[config.mk]
export PLATFORM = sky130hd
export DESIGN_NAME = uart_rx_os
export DESIGN_NICKNAME = d
export VERILOG_FILES = /design/src/rtl/uart_rx_os.sv
export SDC_FILE = /design/constraint.sdc
export NUM_CORES = 1
export LEC_CHECK = 0
export CAP_MARGIN = 20
export CORE_ASPECT_RATIO = 2
export CORE_MARGIN = 1
export CORE_UTILIZATION = 48
export DETAILED_ROUTE_END_ITERATION = 6
export GPL_TIMING_DRIVEN = 0
export PLACE_DENSITY_LB_ADDON = 0.1
export SLEW_MARGIN = 15
export SYNTH_ARGS = -nofsm -noshare
export SYNTH_HDL_FRONTEND = slang
export SYNTH_SLANG_ARGS = --single-unit
[constraint.sdc]
create_clock -name clk -period 1.8 [get_ports clk]
set_clock_uncertainty 0.2 [all_clocks]
set_input_delay 0.18 -clock clk [delete_from_list [all_inputs] [get_ports clk]]
set_output_delay 0.18 -clock clk [all_outputs]
set_load 0.02 [all_outputs]
[src/rtl/uart_rx_os.sv]
// uart_rx_os: oversampling UART receiver, 8N1 by default; define UART_RX_PARITY_EN for 8E1 with parity checking
module uart_rx_os #(
  parameter int CLKS_PER_BIT = 16
) (
  input  logic       clk,
  input  logic       rst_n,
  input  logic       rx,
  output logic [7:0] rx_data,
  output logic       rx_valid,
  input  logic       rx_ready,
  output logic       busy,
  output logic       frame_err,
  output logic       parity_err,
  output logic       overrun
);
  localparam int CW = $clog2(CLKS_PER_BIT);
  localparam logic [CW-1:0] HALF = CW'(CLKS_PER_BIT / 2 - 1);
  localparam logic [CW-1:0] FULL = CW'(CLKS_PER_BIT - 1);
  typedef enum logic [2:0] {
    IDLE,
    START,
    DATA,
`ifdef UART_RX_PARITY_EN
    PARITY,
`endif
    STOP,
    WAIT_IDLE
  } state_t;
`ifdef UART_RX_PARITY_EN
  localparam logic PAR_EN = 1'b1;
  localparam state_t AFTER_DATA = PARITY;
`else
  localparam logic PAR_EN = 1'b0;
  localparam state_t AFTER_DATA = STOP;
`endif
  state_t state_q, state_d;
  logic [1:0] sync_q;
  logic [CW-1:0] baud_q, baud_d;
  logic [2:0] bit_q, bit_d;
  logic [7:0] shift_q, shift_d, rx_data_q, rx_data_d;
  logic par_bad_q, par_bad_d;
  logic rx_valid_q, rx_valid_d;
  logic frame_err_q, frame_err_d;
  logic parity_err_q, parity_err_d;
  logic overrun_q, overrun_d;
  logic rx_s, sample;
  assign rx_s = sync_q[1];
  assign sample = baud_q == FULL;
  assign rx_data = rx_data_q;
  assign rx_valid = rx_valid_q;
  assign busy = state_q != IDLE;
  assign frame_err = frame_err_q;
  assign parity_err = PAR_EN & parity_err_q;
  assign overrun = overrun_q;
  // two-flop synchronizer for the asynchronous serial line, idling high
  always_ff @(posedge clk or negedge rst_n) begin
    if (!rst_n) sync_q <= 2'b11;
    else sync_q <= {sync_q[0], rx};
  end
  // next-state, sampling and delivery decisions; baud counter restarts on every state entry and each bit
  always_comb begin
    state_d = state_q;
    baud_d = (state_q == IDLE) ? '0 : baud_q + 1'b1;
    bit_d = bit_q;
    shift_d = shift_q;
    par_bad_d = par_bad_q;
    rx_data_d = rx_data_q;
    rx_valid_d = rx_valid_q & ~rx_ready;
    frame_err_d = 1'b0;
    parity_err_d = 1'b0;
    overrun_d = 1'b0;
    case (state_q)
      IDLE: if (!rx_s) state_d = START;
      START: begin
        bit_d = '0;
        par_bad_d = 1'b0;
        if (baud_q == HALF) state_d = rx_s ? IDLE : DATA;
      end
      DATA: if (sample) begin
        shift_d = {rx_s, shift_q[7:1]};
        bit_d = bit_q + 1'b1;
        state_d = (bit_q == 3'd7) ? AFTER_DATA : DATA;
      end
`ifdef UART_RX_PARITY_EN
      PARITY: if (sample) begin
        par_bad_d = rx_s ^ (^shift_q);
        state_d = STOP;
      end
`endif
      STOP: if (sample) begin
        parity_err_d = par_bad_q;
        frame_err_d = ~rx_s;
        state_d = rx_s ? IDLE : WAIT_IDLE;
        if (rx_s && !par_bad_q) begin
          overrun_d = rx_valid_q & ~rx_ready;
          rx_data_d = overrun_d ? rx_data_q : shift_q;
          rx_valid_d = 1'b1;
        end
      end
      WAIT_IDLE: if (rx_s) state_d = IDLE;
      default: state_d = IDLE;
    endcase
    if (state_d != state_q || sample) baud_d = '0;
  end
  // state register and datapath registers
  always_ff @(posedge clk or negedge rst_n) begin
    if (!rst_n) begin
      state_q <= IDLE;
      baud_q <= '0;
      bit_q <= '0;
      shift_q <= '0;
      par_bad_q <= 1'b0;
      rx_data_q <= '0;
      rx_valid_q <= 1'b0;
      frame_err_q <= 1'b0;
      parity_err_q <= 1'b0;
      overrun_q <= 1'b0;
    end else begin
      state_q <= state_d;
      baud_q <= baud_d;
      bit_q <= bit_d;
      shift_q <= shift_d;
      par_bad_q <= par_bad_d;
      rx_data_q <= rx_data_d;
      rx_valid_q <= rx_valid_d;
      frame_err_q <= frame_err_d;
      parity_err_q <= parity_err_d;
      overrun_q <= overrun_d;
    end
  end
endmodule

# After elaboration in Yosys (flattened, before gate mapping)
# Cells that the tools add are included.
[classes] n_addsub=2 n_mul=0 div_mod_pow=0 magnitude_cmp=0 n_eq_ne=9 n_shift=0 mux=21 n_bitwise=4 reduce_logical=7
[op_table] cell="$mux 3" count=7
[op_table] cell="$pmux 3 s5" count=1
[op_table] cell="$mux 1" count=9
[op_table] cell="$mux 4" count=2
[op_table] cell="$eq 3x2->1 const B" count=2
[op_table] cell="$eq 3x3->1 const B" count=2
[op_table] cell="$pmux 3 s2" count=1
[op_table] cell="$add 4x1->4 const B" count=1
[op_table] cell="$eq 4x3->1 const B" count=1
[op_table] cell="$eq 4x4->1 const B" count=1
[op_table] cell="$reduce_and 2->1" count=2
[op_table] cell="$reduce_and 4->1" count=1
[op_table] cell="$add 3x1->3 const B" count=1
[op_table] cell="$eq 3x1->1 const B" count=1
[op_table] cell="$logic_not 3->1" count=1
[op_table] cell="$ne 3x3->1" count=1
[op_table] cell="$not 1->1" count=3
[op_table] cell="$reduce_bool 3->1" count=1
[op_table] cell="$mux 2" count=1
[op_table] cell="$ne 2x2->1 const B" count=1
[op_table] cell="$reduce_bool 2->1" count=1
[op_table] cell="$and 1x1->1" count=1
[op_table] cell="$logic_or 1x1->1" count=1
[word_totals] reg_bits=31 latchBits=0 ramBits=0 rom_bits=0 in_bits=4 output_inout_bits=13 elab_cells=52 mem_count=0

# Depth between registers and ports, before layout
# Gate-level depths: netlist of the first run.
[logic_depth] word_depth=7 ltp_mapped=5

# Worst setup path before layout of the first run
# OpenSTA, ideal clock, no wires.
[synth_timing] path_kind="register to register" startpoint="reg baud_q[0]" endpoint="reg rx_data_q[0], in the netlist rx_data[0]" setup_ns=0.125 arrival_ns=1.587 slack_ns=-0.112 stages_incl_launch_ff=5 n_path_buf=0 path_cell_list="dfrtp_1 ha_1 nand3_4 nor4b_4 mux2_2"
[synth_between] elab_chain_len=2
[synth_lines] item="start: declaration" line_no="38" rtl="logic [CW-1:0] baud_q, baud_d;"
[synth_lines] item="start signal: assignment" line_no="120" rtl="baud_q <= baud_d;"
[synth_lines] item="$eq 4x4->1" line_no="48" rtl="assign sample = baud_q == FULL;"
[synth_lines] item="$reduce_and 4->1 (no source line)"
[synth_lines] item="end signal: assignment" line_no="124" rtl="rx_data_q <= rx_data_d;"
[synth_lines] item="end: declaration" line_no="40" rtl="logic [7:0] shift_q, shift_d, rx_data_q, rx_data_d;"
# Every way passes these cells.
# A chain may end at the register's enable or synchronous reset.

# Final worst setup path of the first run
[layout_timing] startpoint="reg state_q[0]" endpoint="out busy"
[layout_between] elab_chain_len=1
[layout_lines] item="start: declaration" line_no="36" rtl="state_t state_q, state_d;"
[layout_lines] item="start signal: assignment" line_no="119" rtl="state_q <= state_d;"
[layout_lines] item="$reduce_bool 3->1" line_no="51" rtl="assign busy = state_q != IDLE;"
[layout_lines] item="end: declaration" line_no="11" rtl="output logic busy,"
# Every way passes these cells.

==> run summary, run 1 <==
The flow ran to the end, but the final reports show violations. The final reports fail on setup timing. The tools report the critical path data required time as 1420 ps. Among the stages of the critical path, the cell type that occurs most often is sky130_fd_sc_hd__buf_6. In this run the tightest slew margin relative to its limit is 54.66%.

The mux cell area share after synthesis is 12.94%. In the finished design, the share of the clock period the worst path needs comes to 100.2%. Via count of the first global-routing pass: 1094. For the post-layout net count, the log shows 152. The count of input and output buffers is 15. From synthesis to final layout, the design area changed by 31.09%. The cell depth of the worst hold path came out at 1. The startpoint identified for the worst hold timing path is rx. In the final layout, the share of cells above drive strength 1 is 34.93%. The wire length of the first global-routing pass was 4588 um.

The reg-to-reg setup timing slack is 10 ps, and the count of buffer and inverter cells on the critical path is 3. Among cell families on the critical path, the largest total delay comes from buffers and inverters. Summed over all cells, the static leakage comes to 0.8479 nW. The insertion delay to the later sink of the worst-skew pair was 280 ps; the final count of negative-setup-slack endpoints was 1. TritonCTS built the clock tree. The number of different library cells used by synthesis comes to 36. The worst setup path is of the register to output pin kind.

The count of final hold-check violations was 0. Using the TritonRoute via totals, the vias-per-cell ratio works out to 5.697. The slew at the pin with the worst max-slew slack was 680.2 ps. The post-route minimum period works out to 1804 ps.

The power per cell area was 1091 nW/um2; the post-CTS clock slew at the launch and capture registers of the worst setup and hold paths was 70 ps. The adder-cell share of the synthesized area is 2.695%. The setup TNS came out at -3.755 ps. The floorplan step set the die height to 78.17 um. Cell internal power was estimated by the tool at 0.001353 W. Once detail routing completed, the nets flagged for antenna violations numbered 0. The least setup slack across all paths after layout was -3.755 ps; the average footprint of a synthesized cell was 12.43 um2. Placed instance area: 1577 um2. The tools report the detailed-placement wirelength estimate as 1880 um.

Capture endpoint of the worst hold path: sync_q[0]$_DFF_PN1_. TritonCTS created 5 clock buffers. The critical register-to-register path endpoint is rx_data[5]$_DFFE_PN0P_. Maximum net fanout on the critical path: 10. The tools report the I/O pin count as 17. The tightest min-delay check is of the input pin to register type. The average routed wire per standard cell was 15.87 um; the number of sinks handled by clock tree synthesis was 31.

The detailed router finished its first iteration with 18 violations. Routability-driven placement finished with a final weighted congestion of 0.7595. Registers take 778.2 um2. After routing the design area is 1826 um2. The library cells used most frequently in the layout, excluding fill and tap cells, are sky130_fd_sc_hd__dfrtp_1 (29), sky130_fd_sc_hd__clkdlybuf4s50_1 (13), sky130_fd_sc_hd__buf_4 (10). The row count is 27.

Synthesis produced a netlist with a net count of 119. Before antenna repair, the detailed router went through 4 iterations. Of the total synthesized cell area, the portion taken by XOR and XNOR cells is 0.6289%. After filler insertion, the fill cell instance count of the layout stands at 212. The slowest stage of the critical path belongs to the cell sky130_fd_sc_hd__dfrtp_1. After synthesis, the largest family of logic cells by area is simple AND/OR/NAND/NOR gates. The logs give 55.88% for the sequential-to-total area share from yosys stat and 43.8% for the share of power burned in registers. From left edge to right edge, the die measures 40.09 um. The number of antenna diodes in the final layout is 0. The worst setup path is launched from a register. The basic-gate share of the synthesized area counting and, or, nand and nor cells came out at 15.45%.

The critical path goes through buf_6 -> clkbuf_8 -> or3_4 -> buf_6. The run gives 1393 um2 as the area of the mapped netlist. Detailed routing inserted a total of 997 vias. The peak per-stage delay on the critical path is 390 ps, and the highest ir drop seen on vdd is 735.3 uV. The tightest hold path in the finished design has a slack of 106.1 ps. Summing the areas of all compound-gate instances in the mapped netlist gives 9.614% of the synthesized area. The max-capacitance violation count is 0, and the power share of the combinational group is 30.7%.

The initial antenna violation count came out at 0. The share of total power in the clock network was 25.5%; the setup slack at placement was -259.6 ps. Area taken by multi-input logic gates: 636.9 um2. Entering global routing, the biggest net connects 32 pins.

The Yosys step of the flow raised 0 warnings. The number of pins exceeding their max-slew limit in the final report was 0. After synthesis the netlist holds a flip-flop and latch count of 31. The library cell used most frequently in the layout, excluding fill and tap cells, is sky130_fd_sc_hd__dfrtp_1. The cell sitting at the root of the clock tree is a sky130_fd_sc_hd__clkbuf_8. Floorplan core area: 2736 um2. After global routing the overflow that remains totals 0. The run gives 21.35% as the overall routing resource usage.

The depth of the worst register-to-register path is 4. The maximum clock insertion buffer count is 2. The worst setup path is captured at an output pin. The number of remaining DRC errors is 0. After detailed routing, the total wire length is 2778 um.

Launch point of the worst reg-to-reg path: sync_q[1]$_DFF_PN1_. The cell count after synthesis came out at 112. Power dissipated by switching net loads: 0.0006390 W.

Overall power consumption after layout is estimated at 0.001992 W. Setup repair after global routing could not meet its margin everywhere. STA puts the critical path data arrival time at 1420 ps. Derived from the worst setup path, the maximum achievable clock frequency is 554.4 MHz. For this configuration, the core starts out at a cell density of 50.89%. The switching power share of the total works out to 32.08%.

The area of the die is 3133 um2. In this run the number of H-tree levels came out at 2.
## metrics by stage
stage          cells  util (%)
2_1_floorplan    112         -
3_3_place_gp     156     57.80
3_5_place_dp     156     57.61
4_1_cts          173     64.56
5_1_grt          175     66.71
6_report         175     66.71
## timing repair
| item | in CTS | in global routing |
|---|---|---|
| endpoints found under the setup margin | 17 | 22 |
| cloned | 0 | 0 |
| setup buffers | 8 | 2 |
| endpoints found under the hold margin | 29 | 0 |
| pin swaps | 2 | 3 |
| resized for setup | 15 | 12 |
| hold buffers | 1 | 0 |
## power by group through the flow
| stage | Clock, W | Sequential [W] | Combinational, W |
|---|---|---|---|
| final | 0.000508 | 0.000873 | 0.000611 |
| after global placement | 0 | 0.000866 | 0.000429 |
| after floorplan | 0 | 0.000855 | 0.000333 |
| after detailed placement | 0 | 0.000872 | 0.000449 |
| after CTS | 0.000526 | 0.000865 | 0.000576 |
| after global routing | 0.000554 | 0.000880 | 0.000674 |
## kinds of logic after synthesis
family                   after synthesis
buffers and inverters                  7
AND/OR/NAND/NOR                       33
flip-flops                            31
AO/OA/AOI/OAI                         20
adder cells (fa/ha/maj)                3
multiplexers                          16
other                                  1
XOR/XNOR                               1
## registers in the layout, summed over array words and instances, names as in the netlist
signal / flops
overrun: 1
baud_q: 4
rx_valid: 1
bit_q: 3
frame_err: 1
rx_data: 8
state_q: 3
shift_q: 8
sync_q: 2
## cells in the mapped netlist, drive strengths merged
library cell  count  area (um2)
dfrtp            29       725.7
mux2             16       180.2
buf               5       27.53
nand2             5       18.77
nor2              5       18.77
o21ai             5       25.02
a21oi             4       20.02
nor2b             4       25.02
ha                3       37.54
nand2b            3       18.77
nor3              3       15.01
a211oi            2       15.01
a221o             2       20.02
a311oi            2       17.52
a31oi             2       12.51
and3              2       13.77
dfstp             2       52.55
nand3             2       22.52
nor4b             2       32.53
or3               2       12.51
a21boi            1       7.510
and2              1       7.510
clkbuf            1       3.750
conb              1       3.750
inv               1       3.750
nand3b            1       7.510
nand4b            1       8.760
nor3b             1       7.510
o211ai            1       7.510
o311ai            1       8.760
or2               1       6.260
xor2              1       8.760
## how the worst max path moves through the flow
stage | startpoint | to | slack [ps] | depth (start not counted)
after floorplan | sync_q[1]$_DFF_PN1_ | rx_data[0]$_DFFE_PN0P_ | -30 | 3
after global placement | sync_q[1]$_DFF_PN1_ | rx_data[7]$_DFFE_PN0P_ | -230 | 3
after detailed placement | baud_q[0]$_DFF_PN0_ | rx_data[6]$_DFFE_PN0P_ | -260 | 4
after CTS | baud_q[1]$_DFF_PN0_ | rx_data[6]$_DFFE_PN0P_ | -7 | 5
after global routing | sync_q[1]$_DFF_PN1_ | rx_data[3]$_DFFE_PN0P_ | -60 | 4
final | state_q[0]$_DFF_PN0_ | busy | -4 | 4
## metal layers
metal,global-route usage (%),share of wire (%)
met1,21.41,37
met2,34.35,56
met3,5.085,2.2
met4,16.55,4.5
met5,0,0
## cell type report
cell class                 instances  share of cell area (%)
buffer                             6                   2.947
clock buffer                       7                   4.181
clock inverter                     1                  0.2742
inverter                           1                  0.2056
multi-input combinational         74                   34.89
sequential                        31                   42.63
tap                               29                   1.988
timing repair buffer              26                   12.89
(Power assumes the default switching activity.)
==> run 2, diff against run 1 <==
--- a/config.mk
+++ b/config.mk
@@ -5,6 +5,7 @@
 export SDC_FILE = /design/constraint.sdc
 export NUM_CORES = 1
 export LEC_CHECK = 0
+export ABC_AREA = 1
 export CAP_MARGIN = 20
 export CORE_ASPECT_RATIO = 2
 export CORE_MARGIN = 1
==> run 2 against run 1 <==
  * The flow now finishes without violations
  * Cell count increased by 9.1%
  * Non-clock buffer count down 11
  * Register-to-register slack gained 130 ps
  * Critical path depth shrank 1
  * Sequential cell count stayed put
  * Hold slack better by 0.78 ps
==> run summary, run 2 <==
The flow ran to the end, and the final reports show no timing, DRC or antenna violations. The number of design-rule violations left by the first detailed-router iteration is 10 (-8). The count of distinct cell types in the synthesized netlist was 26 (-28%); the layout cell share with drive strength beyond 1 was 26.54% (-8.4 points). The logs give 24.6% (-6.1 points) for the power share of the combinational group and 168 (+11%) for the post-layout net count. The most repeated cell in the gate-level netlist after synthesis is sky130_fd_sc_hd__dfrtp_1. The post-route fraction of the period consumed by the critical path was 96.55% (-3.7 points); the cell-internal power was 0.001170 W (-14%). The run gives 0 (unchanged) as the number of remaining DRC errors. The via-per-instance ratio is 5.251 (-7.8%). The most critical setup path has its startpoint at state_q[0]$_DFF_PN0_.

The count of antenna diodes in the layout is 0 (unchanged), and the maximum net fanout on the critical path is 5 (-5). The number of pins exceeding their max-slew limit in the final report is 0 (unchanged). After synthesis, the most frequently instantiated cells are sky130_fd_sc_hd__dfrtp_1 (29), sky130_fd_sc_hd__nand2_1 (23), sky130_fd_sc_hd__inv_1 (17), sky130_fd_sc_hd__nor2_1 (9). The average routed wire per standard cell came out at 13.51 um (-15%).

Slowest stage cell on the critical path: sky130_fd_sc_hd__dfrtp_1. The critical path goes through nor2_2 -> nand2_1 -> dlygate4sd2_1. The count of final hold-check violations is 0 (unchanged), and the TritonCTS buffer count is 5 (unchanged). The area of the die was 3126 um2 (-0.25%). The cell at the root of the clock tree is sky130_fd_sc_hd__clkbuf_8. The total of flip-flops plus latches after synthesis is 31 (unchanged), and the post-CTS clock slew at the launch and capture registers of the worst setup and hold paths is 70 ps (about the same).

By area the synthesized netlist is led by sky130_fd_sc_hd__dfrtp_1 (52%), sky130_fd_sc_hd__nand2_1 (6.2%), sky130_fd_sc_hd__o21ai_2 (5.0%). The switching power share of the total is 33.26% (+1.2 points), and the insertion delay to the later sink of the worst-skew pair is 280 ps (about the same). The logs give 0 (unchanged) for the total overflow reported by the global router and 2581 um (-7.1%) for the final wirelength. The share of flip-flops with an asynchronous set or reset after synthesis was 100.0% (unchanged). The post-route minimum period is 1738 ps (-65.94 ps), and the detailed-placement wirelength estimate is 1868 um (-0.62%). For the static power due to leakage, the log shows 0.7660 nW (-9.7%). The number of cells produced by synthesis is 137 (+22%), and the initial antenna violation count is 0 (unchanged).

TritonCTS built the clock tree. The area of all placed cells without fillers was 1677 um2 (-8.2%); the critical path data required time was 1420 ps (about the same). The classification of the worst setup path is register to output pin. The tools report the share of power burned in registers as 45.6% (+1.8 points). The launch point of the worst reg-to-reg path was baud_q[0]$_DFF_PN0_. For the highest attainable clock frequency, the log shows 575.4 MHz (+3.8%).

For the maximum number of pins on one net before global-route repair, the log shows 32 (unchanged). The count of H-tree levels built during CTS came out at 2 (unchanged). The placed instance area is 1570 um2 (-0.40%), and the peak per-stage delay on the critical path is 440 ps (+50 ps).

The count of input and output buffers works out to 15 (unchanged). For the area of the mapped netlist, the log shows 1389 um2 (-0.27%). The share of total power in the clock network was 29.8% (+4.3 points).

The run gives 0 (unchanged) as the synthesis warning total. The floorplan core area is 2736 um2 (unchanged). The tools report the overall routing resource usage as 20.89% (-0.47 points). The count of buffer and inverter cells on the critical path was 1 (-2).

The power per cell area is 1045 nW/um2 (-4.2%). Setup repair after global routing left no endpoint under its margin. The startpoint identified for the worst hold timing path is rx. The post-synthesis net count was 144 (+21%).

The top cell types in the final layout, fill and taps aside, are sky130_fd_sc_hd__dfrtp_1 (29), sky130_fd_sc_hd__nand2_1 (23), sky130_fd_sc_hd__inv_1 (17). Slew at the pin with the worst max-slew slack: 686.1 ps (+5.913 ps). The tightest slew margin relative to the limit was 54.26% (-0.39 points).

The gate family responsible for the most delay along the worst path is flip-flops. The length of the first detailed-routing pass in iterations is 4 (unchanged). For the count of nets left with antenna violations after detail routing, the log shows 0 (unchanged).

The max-capacitance violation count came out at 0 (unchanged). The sequential-to-total area share from yosys stat is 56.04% (+0.15 points), and the initial core utilization is 50.75% (-0.14 points). The horizontal die dimension was 40.04 um (-0.12%). The tightest min-delay check is of the input pin to register type. The post-synthesis cell type with the largest combined area was sky130_fd_sc_hd__dfrtp_1.

The number of enable-type register cells in the synthesized netlist is 0 (unchanged). The run gives 680.7 uV (-7.4%) as the highest ir drop seen on vdd. The final weighted congestion in routability-driven placement came out at 0.6636 (-13%).

Relative to the synthesized area, the layout overhead comes to 20.72%. The number of sinks handled by clock tree synthesis is 31 (unchanged). The capturing element type of the critical path is an output pin. The data arrival time of the critical path is 1360 ps (-60 ps).

The via count of the first global-routing pass came out at 1059 (-3.2%). The average footprint of a synthesized cell was 10.14 um2 (-18%); the wire length of the first global-routing pass was 4478 um (-2.4%). The final count of negative-setup-slack endpoints came out at 0 (-1).

The library cell used most frequently in the layout, excluding fill and tap cells, is sky130_fd_sc_hd__dfrtp_1. For the row count, the log shows 27 (unchanged). Among all flip-flop cells after synthesis, the most frequent one is sky130_fd_sc_hd__dfrtp_1. The via total after detailed routing is 1003 (+0.60%), and the power dissipated by switching net loads is 0.0005830 W (-8.8%). The die outline height works out to 78.07 um (-0.13%).

The critical path startpoint category was a register. The maximum clock insertion buffer count was 2 (unchanged). The I/O pin count is 17 (unchanged), and the top-area cell type share of the netlist area is 52.25% (+0.14 points). Core utilization of the finished layout: 61.27% (-5.4 points).
## run 2: cell types whose count changed after synthesis, sizes merged, moves of 3 or more
cell / before / now
a21oi: 4 / 1
inv: 1 / 18
mux2: 16 / 0
nand2: 5 / 29
nand2b: 3 / 0
nand3: 2 / 11
nor2: 5 / 15
nor2b: 4 / 0
nor3: 3 / 0
o21ai: 5 / 17
## run 2: final timing paths
path                                         to  slack [ps]  cells after the start
max                                        busy          60                      3
min                         sync_q[0]$_DFF_PN1_         110                      1
min in group asynchronous     overrun$_DFF_PN0_         290                      2
min reg2reg                 sync_q[1]$_DFF_PN1_         160                      0
max in group asynchronous   baud_q[2]$_DFF_PN0_         670                      2
max reg2reg                bit_q[1]$_DFFE_PN0P_         140                      6
## run 2: power by group through the flow
stage / Sequential (W) / Combinational (W) / Clock, W
after floorplan: 0.000794 / 0.000315 / 0
after global placement: 0.000804 / 0.000413 / 0
after detailed placement: 0.000808 / 0.000424 / 0
after CTS: 0.000799 / 0.000421 / 0.000544
after global routing: 0.000803 / 0.000483 / 0.000570
final: 0.000799 / 0.000431 / 0.000522
## run 2: cell families (layout without fill, tap and decap cells)
| family | count (synthesis) | in the layout | share of synthesized area [%] |
|---|---|---|---|
| and+or+nand+nor | 57 | 57 | 21.80 |
| DFF | 31 | 31 | 56.04 |
| AOI/OAI and AO/OA | 23 | 23 | 11.62 |
| buffers and inverters | 22 | 47 | 7.567 |
| adders and majority gates | 3 | 3 | 2.703 |
| other | 1 | 1 | 0.2700 |
## run 2: area by class of cell
cell class	count	area, um2
well taps	29	36.28
multi-input cells	84	510.5
repair buffers	17	161.4
plain buffers	4	37.54
clock buffers	6	72.57
flip-flops and latches	31	778.2
clock inverters	2	12.51
fillers	249	1060
inverters	18	67.56
## run 2: timing repair
item,in CTS,in global routing
cloned,0,0
setup endpoints to repair,1,11
hold buffers,1,0
endpoints found under the hold margin,29,0
buffers inserted,0,1
resized for setup,2,1
## run 2: routing by layer
layer / part of all wire, % / up-vias / routed length, um / global-route usage [%]
met4: 2.3 / 0 / 59 / 10.34
li1: - / 480 / - / -
met1: 38 / 498 / 971 / 21.32
met2: 57 / 20 / 1472 / 35.97
met3: 3.0 / 5 / 77 / 5.085
met5: 0 / - / 0 / 0
## run 2: per-stage QoR
stage	TNS (ps)	power (W)	cells	hold WS (ps)	worst slack, ps
6_report	0	0.001753	191	106.9	62.18
5_1_grt	0	0.001856	191	103.6	3.893
4_1_cts	0	0.001764	190	95.04	51.75
3_5_place_dp	0	0.001232	181	66.06	81.17
3_3_place_gp	-5850	0.001217	181	146.8	-203.4
2_1_floorplan	0	0.001108	137	-315.6	264.5
